**config.mk**
```make
export PLATFORM = sky130hd
export DESIGN_NAME = wb_stage_pipe
export DESIGN_NICKNAME = d
export VERILOG_FILES = /design/src/rtl/wb_stage_pipe.sv
export SDC_FILE = /design/constraint.sdc
export NUM_CORES = 1
export LEC_CHECK = 0
export BUFFER_PORTS_ARGS = -buffer_cell sky130_fd_sc_hd__buf_4
export CORE_MARGIN = 3
export CORE_UTILIZATION = 35
export CTS_BUF_LIST = sky130_fd_sc_hd__clkbuf_4 sky130_fd_sc_hd__clkbuf_8
export DETAILED_ROUTE_END_ITERATION = 8
export GPL_ROUTABILITY_DRIVEN = 1
export PLACE_DENSITY_LB_ADDON = 0.15
export SLEW_MARGIN = 10
export SYNTH_ARGS = -nofsm -noshare
export SYNTH_HDL_FRONTEND = slang
export SYNTH_SLANG_ARGS = --single-unit
```
**constraint.sdc**
```tcl
create_clock -name clk -period 3.9 [get_ports clk]
set_input_delay 0.195 -clock clk [delete_from_list [all_inputs] [get_ports clk]]
set_output_delay 0.195 -clock clk [all_outputs]
set_load 0.01 [all_outputs]
```
**src/rtl/wb_stage_pipe.sv**
```systemverilog
// Registered write-back stage: ALU/memory select, optional sub-word load extraction,
// LAT-deep freeze/flush pipeline and committed-write counter. Option macro: WB_SUBWORD_LOAD_EN.
module wb_stage_pipe #(
  parameter int unsigned DATA_W = 32,
  parameter int unsigned ADDR_W = 4,
  parameter int unsigned LAT    = 1,
  parameter int unsigned CNT_W  = 32
) (
  input  logic              clk,
  input  logic              rst,
  input  logic              freeze,
  input  logic              flush,
  input  logic              in_valid,
  input  logic              mem_r_en,
  input  logic              wb_enable,
  input  logic [DATA_W-1:0] alu_res,
  input  logic [DATA_W-1:0] mem_res,
  input  logic [ADDR_W-1:0] dest,
  input  logic [1:0]        ld_size,
  input  logic              ld_signed,
  input  logic [1:0]        addr_lo,
  output logic [DATA_W-1:0] wb_value,
  output logic              wb_enable_out,
  output logic [ADDR_W-1:0] wb_dest_out,
  output logic              wb_valid,
  output logic [CNT_W-1:0]  commit_cnt
);

  if (LAT < 1 || LAT > 4) begin : gen_lat_chk
    $error("wb_stage_pipe: LAT must be in 1..4");
  end

  logic [DATA_W-1:0] ext;
  logic [DATA_W-1:0] sel;

`ifdef WB_SUBWORD_LOAD_EN
  if (DATA_W < 32) begin : gen_width_chk
    $error("wb_stage_pipe: sub-word loads need DATA_W >= 32");
  end

  logic [15:0] half_lane;
  logic [7:0]  byte_lane;

  always_comb begin
    half_lane = addr_lo[1] ? mem_res[31:16] : mem_res[15:0];
    byte_lane = mem_res[8*addr_lo +: 8];
    case (ld_size)
      2'b01:   ext = {{(DATA_W-16){ld_signed & half_lane[15]}}, half_lane};
      2'b10:   ext = {{(DATA_W-8){ld_signed & byte_lane[7]}}, byte_lane};
      default: ext = mem_res;
    endcase
  end
`else
  logic unused_subword;
  assign unused_subword = ^{ld_size, ld_signed, addr_lo};
  assign ext = mem_res;
`endif

  assign sel = mem_r_en ? ext : alu_res;

  logic [LAT-1:0]             vld_q, vld_d;
  logic [LAT-1:0]             wen_q, wen_d;
  logic [LAT-1:0][ADDR_W-1:0] dst_q, dst_d;
  logic [LAT-1:0][DATA_W-1:0] val_q, val_d;
  logic [CNT_W-1:0]           cnt_q, cnt_d;

  // Flush only drops valid bits; payload holds since it is masked by valid.
  always_comb begin
    vld_d = vld_q;
    wen_d = wen_q;
    dst_d = dst_q;
    val_d = val_q;
    cnt_d = cnt_q;
    if (flush) begin
      vld_d = '0;
    end else if (!freeze) begin
      vld_d[0] = in_valid;
      wen_d[0] = wb_enable;
      dst_d[0] = dest;
      val_d[0] = sel;
      for (int k = 1; k < LAT; k++) begin
        vld_d[k] = vld_q[k-1];
        wen_d[k] = wen_q[k-1];
        dst_d[k] = dst_q[k-1];
        val_d[k] = val_q[k-1];
      end
      if (wb_enable_out) cnt_d = cnt_q + CNT_W'(1);
    end
  end

  always_ff @(posedge clk) begin
    if (rst) begin
      vld_q <= '0;
      wen_q <= '0;
      dst_q <= '0;
      val_q <= '0;
      cnt_q <= '0;
    end else begin
      vld_q <= vld_d;
      wen_q <= wen_d;
      dst_q <= dst_d;
      val_q <= val_d;
      cnt_q <= cnt_d;
    end
  end

  assign wb_valid      = vld_q[LAT-1];
  assign wb_enable_out = vld_q[LAT-1] & wen_q[LAT-1];
  assign wb_dest_out   = dst_q[LAT-1];
  assign wb_value      = val_q[LAT-1];
  assign commit_cnt    = cnt_q;

endmodule

```
==> impl_metrics.toml, run 1 <==
[synth]
async_flop_share_pct = 0
synth.area.top_cells = "dfxtp_1 45%, mux2i_1 11%, a211oi_1 7.7%, nor2_1 5.3%, a21oi_1 4.2%"
ys_top_cells_by_count = "70 x dfxtp_1, 44 x nor2_1, 33 x mux2i_1"
synth_fp_nets = 431
synth_edf_count = 0
syn_area_sq_um = 3100
syn_area_per_cell_sq_um = 8.87
ys_warn_count = 0
synth_cell_types = 31
ys_seq_elements = 70
seq_area_frac_synth_pct = 45.1
synth_top_area_share_pct = 45.1
yosysMostFrequentCell = "dfxtp_1"
synth_largest_area_cell = "dfxtp_1"
synth-main-ff-cell = "dfxtp_1"
netlist_instances = 350

[drt]
wl_mm = 8.21
drt_iter0_markers = 86
firstDrtPassIters = 4
num_vias = 3038
wl_per_cell_microns = 13.9
ant_nets = 0
via_per_inst = 5.13
remaining_drc_errors = 0

[setup_path]
timing.rr.end = "commit_cnt[25]"
ff2ff_path_depth = 4
cpLargestDelayFamily = "simple AND/OR/NAND/NOR gates"
path_class = "reg2reg"
critPathBufInv = 0
start_kind = "flop"
critical_path_required_ns = 4.16
critPathArrivalTime_ns = 2.61
end_kind = "flop"
crit_path_max_incr_delay_ns = 0.69
reg2reg_slack_ns = 1.55
critPathCapture = "commit_cnt[25]"
r2r-start = "commit_cnt[1]"
crit_path_cell_trace = "nor4bb_1, nand4_1, or4_1, a21oi_1"
crit_start = "commit_cnt[1]"
path_depth = 4
critical_path_peak_fanout = 19
slowest_stage = "or4_1"

[placed_design]
port_buffers = 144
dp.cells = 577
dpl-instance-area_sq_um = 4240
place_ws_ns = 1.53
gp_congestion = 0.747
dpl.hpwl_mm = 6.06

[pwr]
peakVddDrop_mv = 0.157
netSwitchingPower_uw = 348
leakagePower_uw = 0.00185
combinationalPowerShare_pct = 13.6
clockPowerShare_pct = 34.5
intPower_uw = 1100
swShare_pct = 24.0
power.density_nw_per_um2 = 329
power_frac_seq_pct = 51.9

[clock_tree]
hold_buffers = 0
insertion_delay_ns = 0.33
clockBufferDepth = 2
cts_resized = 0
cts_buffers = 9
cts_tree = "built"
clk_pin_slew_ns = 0.07
ctsRootBufferMaster = "clkbuf_8"
cts_sinks = 70
cts_htree_levels = 3
postCtsSetupRepairBufs = 0

[finish]
fillers = 801
fin_area_sq_um = 4410
layout.nets = 564
syn_to_final_growth_pct = 42.0
stdcell_count = 592
drive_gt1_share_pct = 33.7
diodes = 0

[floorplan]
die_h_microns = 100
rows = 33
core-area_sq_um = 8420
ios = 150
dieArea_sq_um = 10000
initial_core_util_pct = 36.9
die_w_microns = 100

[sta]
tightest_slew_ns = 0.753
setup_viol = 0
worst_slack_ns = 1.55
skew_ns = 0.00814
finalCriticalPeriod_ns = 2.35
relSlewSlack_pct = 49.8
fin_setup_tns_ns = 0
slew_violations = 0
finalHoldViolations = 0
min_period_over_period_pct = 60.3
fmax_mhz = 425
holdWs_ns = 0.0921
rsz0062_at_grt = "no"

[global_route]
grt_overflow = 0
grt_max_degree = 72
grt_pass1_wl_mm = 13.3
grtUsageTotal_pct = 16.5
grt_pass1_vias = 2836
antenna_found_initial = 0

[run_status]
status = "finished, final reports clean"

[job]
max_cap_violations = 0

[hold_path]
hold_class = "in2reg"
how the worst min path moves through the flow:
stage	from	to	slack [ns]	cells after the start
4_1_cts	flush	wb_valid	0.07	2
3_3_place_gp	flush	wb_valid	0.43	2
2_1_floorplan	flush	wb_valid	0.27	1
5_1_grt	flush	wb_valid	0.08	2
3_5_place_dp	flush	wb_valid	0.44	2
6_report	flush	wb_valid	0.09	2
placed cells by master (no fill, tap or decap), drive strengths merged:
cell type and n:
and4bb 1, and3 2, or3 13, o21ai 13
mux2i 33, nor4 3, buf 145, o31ai 7
and4 5, clkinv 2, clkbuf 13, dfxtp 70
a211oi 32, and2 1, nor2b 1, xnor2 8
xor2 2, nand3 11, or4 9, or2 1
nor2 44, a21oi 26, nor3 5, nand4 9
nor4bb 1, inv 6, ha 1, mux2 1
nand4bb 1, nand2 21
flip-flops by register name, summed over array words and instances, names as in the netlist:
signal       flops
wb_valid         1
wb_dest_out      4
commit_cnt      32
wen_q            1
wb_value        32
worst reg2reg max path, delay by kind of cell, from the launching register on:
family           cells  cell delay, ns
AO/OA/AOI/OAI        1            0.15
flip-flops           1            0.41
AND/OR/NAND/NOR      3            1.72
power by group through the flow:
| stage | logic [uW] | clock network, uW | registers [uW] |
|---|---|---|---|
| 2_1_floorplan | 76.0 | 0 | 780 |
| 3_3_place_gp | 199 | 0 | 768 |
| 3_5_place_dp | 201 | 0 | 769 |
| 4_1_cts | 201 | 520 | 754 |
| 5_1_grt | 218 | 549 | 756 |
| 6_report | 197 | 501 | 754 |
logic make-up (layout without fill, tap and decap cells):
group           after synthesis  count (layout)  share of synthesized area (%)
simple gates                128             128                           21.4
compound gates               78              78                           15.7
flops                        70              70                           45.1
mux                          34              34                           11.0
buf+inv                      29             166                           3.55
xor+xnor                     10              10                           2.82
fa+ha+maj                     1               1                          0.403
cell type report:
cell class | instances | area, sq um | area share, %
flip-flops and latches | 70 | 1400 | 31.8
repair buffers | 145 | 1090 | 24.7
multi-input cells | 251 | 1600 | 36.3
clock inverters | 2 | 10.0 | 0.227
clock buffers | 13 | 154 | 3.49
well taps | 105 | 131 | 2.98
inverters | 6 | 22.5 | 0.511
per-stage QoR:
| step | power [uW] | util [%] |
|---|---|---|
| 5_1_grt | 1520 | 52.3 |
| 3_3_place_gp | 967 | 50.4 |
| 6_report | 1450 | 52.3 |
| 4_1_cts | 1470 | 52.3 |
| 3_5_place_dp | 970 | 50.4 |
| 2_1_floorplan | 856 | - |
metal layers:
| metal | wire (microns) | share of wire (%) | vias to the layer above | global-route usage (%) |
|---|---|---|---|---|
| met5 | 0 | 0 | - | 0 |
| met4 | 60 | 0.73 | 0 | 5.28 |
| met3 | 695 | 8.5 | 4 | 7.02 |
| met2 | 3870 | 47 | 100 | 25.8 |
| met1 | 3580 | 44 | 1379 | 20.7 |
| li1 | - | - | 1555 | - |
(Power assumes the default switching activity.)
==> run 2, diff against run 1 <==
ABC_AREA = 1   (was not set)
clock period = 2.3 ns   (was 3.9 ns; I/O delays follow)
==> run 2 against run 1 <==
Net effect:
- sequential cell count unchanged
- final cell count is 33% higher
- area after synthesis increased by 10%
- largest cell class unchanged
- largest power group unchanged
==> impl_metrics.toml, run 2 <==
[clock_tree]
ctsRootBufferMaster = "clkbuf_8"
cts_htree_levels = 3
cts_sinks = 70
insertion_delay_ns = 0.35
cts_tree = "built"
clockBufferDepth = 2
clk_pin_slew_ns = 0.08
cts_resized = 0
postCtsSetupRepairBufs = 0
cts_buffers = 9

[global_route]
antenna_found_initial = 0
grtUsageTotal_pct = 19.9
grt_pass1_wl_mm = 18.0
grt_overflow = 0
grt_max_degree = 43
grt_pass1_vias = 3867

[drt]
drt_iter0_markers = 132
wl_per_cell_microns = 13.7
firstDrtPassIters = 4
via_per_inst = 4.93
num_vias = 3891
ant_nets = 0
wl_mm = 10.8
remaining_drc_errors = 0

[setup_path]
critical_path_peak_fanout = 14
critPathArrivalTime_ns = 1.99
start_kind = "primary input"
path_class = "in2reg"
critical_path_required_ns = 2.58
end_kind = "flop"

[sta]
fmax_mhz = 586
min_period_over_period_pct = 74.2
finalHoldViolations = 0
skew_ns = 0.0142
tightest_slew_ns = 1.07
slew_violations = 0
finalCriticalPeriod_ns = 1.71
holdWs_ns = 0.0158
relSlewSlack_pct = 28.3
setup_viol = 0
rsz0062_at_grt = "no"
fin_setup_tns_ns = 0

[synth]
async_flop_share_pct = 0
ys_warn_count = 0
ys_seq_elements = 70
yosysMostFrequentCell = "nand2_1"
synth-main-ff-cell = "dfxtp_1"
seq_area_frac_synth_pct = 41.0
synth.area.top_cells = "dfxtp_1 41%, nand2_1 12%, a21oi_1 12%, nor2_1 7.5%, o21ai_0 6.6%"
synth_edf_count = 0
syn_area_per_cell_sq_um = 6.74
synth_top_area_share_pct = 41.0
synth_largest_area_cell = "dfxtp_1"
ys_top_cells_by_count = "106 x nand2_1, 79 x a21oi_1, 70 x dfxtp_1"
synth_fp_nets = 588
netlist_instances = 507
synth_cell_types = 26
syn_area_sq_um = 3420

[floorplan]
core-area_sq_um = 9370
initial_core_util_pct = 36.4
dieArea_sq_um = 11000
rows = 35
die_w_microns = 105
die_h_microns = 105
ios = 150

[pwr]
leakagePower_uw = 0.00220
netSwitchingPower_uw = 682
power.density_nw_per_um2 = 543
swShare_pct = 25.6
clockPowerShare_pct = 38.9
peakVddDrop_mv = 0.304
combinationalPowerShare_pct = 13.2
power_frac_seq_pct = 47.9
intPower_uw = 1990

[placed_design]
port_buffers = 144
dpl.hpwl_mm = 7.64
gp_congestion = 0.828

[hold_path]
hold_class = "in2reg"

[job]
max_cap_violations = 0

[finish]
layout_commonest_cell = "buf_4"
syn_to_final_growth_pct = 44.0
final_cell_mix = "147 x buf_4, 106 x nand2_1, 79 x a21oi_1"
fillers = 936
diodes = 0
layout.nets = 736
drive_gt1_share_pct = 27.7

[run_status]
status = "finished, final reports clean"
## run 2: cell count changes after synthesis, moves of 7 or more
cell / previous run / this run
a211oi_1: 32 / 0
mux2i_1: 33 / 0
or4_1: 9 / 0
nor2_1: 44 / 68
o31ai_1: 7 / 0
o21ai_0: 13 / 45
or3_1: 13 / 0
a21oi_1: 26 / 79
inv_1: 6 / 44
xnor2_1: 8 / 0
nand2_1: 21 / 106
nand3_1: 11 / 26
buf_2: 1 / 8
## run 2: area by class of cell
type	count	area [sq um]	area share (%)
Multi-Input combinational cell	368	1740	35.4
Sequential cell	70	1400	28.5
Timing Repair Buffer	159	1230	25.1
Inverter	47	176	3.59
Tap cell	129	161	3.28
Clock buffer	11	145	2.95
Clock inverter	5	58.8	1.20
## run 2: cell families after synthesis
group,after synthesis,synth area share [%]
xor+xnor,1,0.256
compound gates,133,19.7
buf+inv,69,8.10
fa+ha+maj,1,0.366
flops,70,41.0
simple gates,233,30.5
## run 2: power by group through the flow
stage / clock (uW) / sequential (uW) / combinational [uW]
global route: 1110 / 1280 / 388
finish: 1040 / 1280 / 352
floorplan: 0 / 1320 / 118
global placement: 0 / 1300 / 333
detailed placement: 0 / 1300 / 337
CTS: 1060 / 1280 / 353
## run 2: worst paths after layout
kind                        from             end  slack (ns)  cells after the start
hold / removal       mem_res[25]    wb_value[25]        0.02                      3
hold reg to reg   commit_cnt[11]  commit_cnt[11]        0.50                      2
setup reg to reg        wb_valid  commit_cnt[25]        0.67                      8
setup / recovery           flush  commit_cnt[25]        0.59                     11
## run 2: per-stage QoR
stage / setup WS, ns / std cells / total power [uW] / instance area (sq um) / utilization, %
after floorplan: 0.867 / 507 / 1440 / 3420 / -
after global placement: 0.719 / 762 / 1640 / 4600 / 49.1
after detailed placement: 0.687 / 762 / 1640 / 4600 / 49.1
after CTS: 0.604 / 789 / 2690 / 4920 / 52.5
after global routing: 0.433 / 789 / 2780 / 4920 / 52.5
final: 0.593 / 789 / 2670 / 4920 / 52.5
## run 2: worst max-delay path, stage by stage
cell and delay, ns:
dlygate4sd3_1 0.55, buf_4 0.15, inv_1 0.06, nand2_2 0.07
nor2_4 0.34, nand3_1 0.15, nor2_1 0.28, nand2_1 0.09
nand2_1 0.07, inv_1 0.03, nor2_1 0.09
## run 2: timing repair
item / CTS / global route
hold buffers: 11 / 0
setup endpoints to repair: 0 / 0
endpoints found under the hold margin: 11 / 0
## run 2: routing by layer
| layer | vias up | global-route usage [%] | wire length, microns | part of all wire [%] |
|---|---|---|---|---|
| li1 | 1960 | - | - | - |
| met1 | 1785 | 22.1 | 4470 | 41 |
| met2 | 130 | 34.2 | 5190 | 48 |
| met3 | 16 | 8.71 | 996 | 9.2 |
| met4 | 0 | 5.81 | 168 | 1.6 |
| met5 | - | 0 | 0 | 0 |
==> run 3, diff against run 2 <==
ABC_AREA = 0   (was 1)
clock period = 1.54 ns   (was 2.3 ns; I/O delays follow)
==> run 3 against run 2 <==
Net effect:
- the flow now finishes with violations (negative setup slack)
- worst hold slack improved by 0.017 ns
- utilization up 11 points
- global-route usage down 1.8 points
- count of clock-buffer cells in the layout rose by 2
- clock skew fell by 0.0061 ns
- setup slack got worse by 0.84 ns
- combinational power up 51%
- clock power rose by 78%
- critical endpoint is now commit_cnt[28]
- largest cell class unchanged
- largest power group unchanged
- highest routed layer unchanged
==> impl_metrics.toml, run 3 (synthesized netlist as in run 1, its figures left out) <==
[run_status]
status = "finished, violations left"
violations = "negative setup slack"

[placed_design]
dpl-instance-area_sq_um = 4770
port_buffers = 144
gp_congestion = 0.722
dpl.hpwl_mm = 6.75
place_ws_ns = -0.311

[drt]
firstDrtPassIters = 4
remaining_drc_errors = 0
wl_per_cell_microns = 14.2
via_per_inst = 5.05
drt_iter0_markers = 58
wl_mm = 9.40
num_vias = 3355
ant_nets = 0

[pwr]
power.density_nw_per_um2 = 799
clockPowerShare_pct = 43.3
netSwitchingPower_uw = 905
power_frac_seq_pct = 44.2
intPower_uw = 3360
leakagePower_uw = 0.00232
combinationalPowerShare_pct = 12.5
swShare_pct = 21.2
peakVddDrop_mv = 0.428

[sta]
worst_slack_ns = -0.248
setup_viol = 19
finalHoldViolations = 0
fmax_mhz = 559
slew_violations = 0
holdWs_ns = 0.0328
finalCriticalPeriod_ns = 1.79
rsz0062_at_grt = "yes"
tightest_slew_ns = 0.506
skew_ns = 0.00810
relSlewSlack_pct = 66.2
min_period_over_period_pct = 116

[global_route]
grt_pass1_vias = 3109
grt_pass1_wl_mm = 14.7
grt_overflow = 0
use_met2_pct = 32.1
antenna_found_initial = 0
grt_use_met3_pct = 4.73
busiest_layer = "met2"
grtUsageTotal_pct = 18.1
use_met1_pct = 20.9
grt_max_degree = 70

[finish]
fillers = 735
layout.nets = 635
multiInputGateArea_sq_um = 1760
fin_area_sq_um = 5340
finish.utilization_pct = 63.4
syn_to_final_growth_pct = 71.9
layout_commonest_cell = "buf_4"
final_cell_mix = "195 x buf_4, 49 x dfxtp_1, 43 x nor2_1"
seq_area_sq_um = 1460
diodes = 0
drive_gt1_share_pct = 50.1

[setup_path]
critical_path_required_ns = 1.80
critical_path_peak_fanout = 5
critPathBufInv = 1
crit_path_cell_trace = "nand4_1, or4_4, buf_6, or4_4, a21oi_2"
crit_path_frequent_cell = "or4_4"
path_class = "reg2reg"
start_kind = "flop"
crit_start = "commit_cnt[26]"
cpLargestDelayFamily = "simple AND/OR/NAND/NOR gates"
end_kind = "flop"
crit_path_max_incr_delay_ns = 0.59
r2r-start = "commit_cnt[26]"
critPathArrivalTime_ns = 2.05
slowest_stage = "or4_4"

[clock_tree]
cts_tree = "built"
ctsRootBufferMaster = "clkbuf_8"
cts_sinks = 70
insertion_delay_ns = 0.33
cts_htree_levels = 3
clk_pin_slew_ns = 0.07
cts_buffers = 9
clockBufferDepth = 2

[hold_path]
min-delay-start = "rst"
hold_class = "in2reg"

[job]
max_cap_violations = 0

[floorplan]
ios = 150
dieArea_sq_um = 10000
die_h_microns = 100
core-area_sq_um = 8420
initial_core_util_pct = 36.9
rows = 33
die_w_microns = 100
[run 3: cell count changes in the layout (fill, tap and decap cells not counted), moves of 32 or more]
| cell | delta |
|---|---|
| nand2_1 | -85 |
| a211oi_1 | +32 |
| buf_4 | +48 |
| mux2i_1 | +33 |
| o21ai_0 | -33 |
| a21oi_1 | -61 |
| inv_1 | -38 |
[run 3: final timing paths]
kind         slack [ns]             end  depth (start not counted)
max               -0.25  commit_cnt[28]                          5
min                0.03  commit_cnt[25]                          2
max reg2reg       -0.25  commit_cnt[28]                          5
min reg2reg        0.46  wb_dest_out[3]                          2
[run 3: power by group through the flow]
stage          clock, uW  combinational (uW)  sequential, uW
3_3_place_gp           0                 518            1920
5_1_grt             1970                 579            1890
6_report            1850                 532            1890
2_1_floorplan          0                 193            1950
4_1_cts             1900                 535            1890
3_5_place_dp           0                 524            1930
[run 3: final cells by class]
class | instances | share of cell area (%)
clock buffer | 13 | 3.12
clock inverter | 3 | 1.69
inverter | 6 | 0.422
multi-input combinational | 251 | 32.9
sequential | 70 | 27.3
tap | 105 | 2.46
timing repair buffer | 216 | 32.1
[run 3: routing by layer]
metal / vias to the layer above / part of all wire (%)
met5: - / 0
met4: 0 / 0.94
met3: 8 / 6.8
met2: 101 / 52
met1: 1558 / 40
li1: 1688 / -
[run 3: metrics by stage]
step | total power, uW | instances | TNS, ns
2_1_floorplan | 2150 | 350 | -1.06
3_3_place_gp | 2440 | 630 | -1.83
3_5_place_dp | 2450 | 630 | -2.26
4_1_cts | 4320 | 658 | -2.85
5_1_grt | 4440 | 664 | -4.30
6_report | 4260 | 664 | -2.73
[run 3: repair_timing]
item,in CTS,in global routing
setup buffers,5,6
hold buffers,5,0
pin swaps,13,16
endpoints found under the setup margin,19,22
gates resized for setup,22,18
cloned,2,0
hold endpoints to repair,5,0
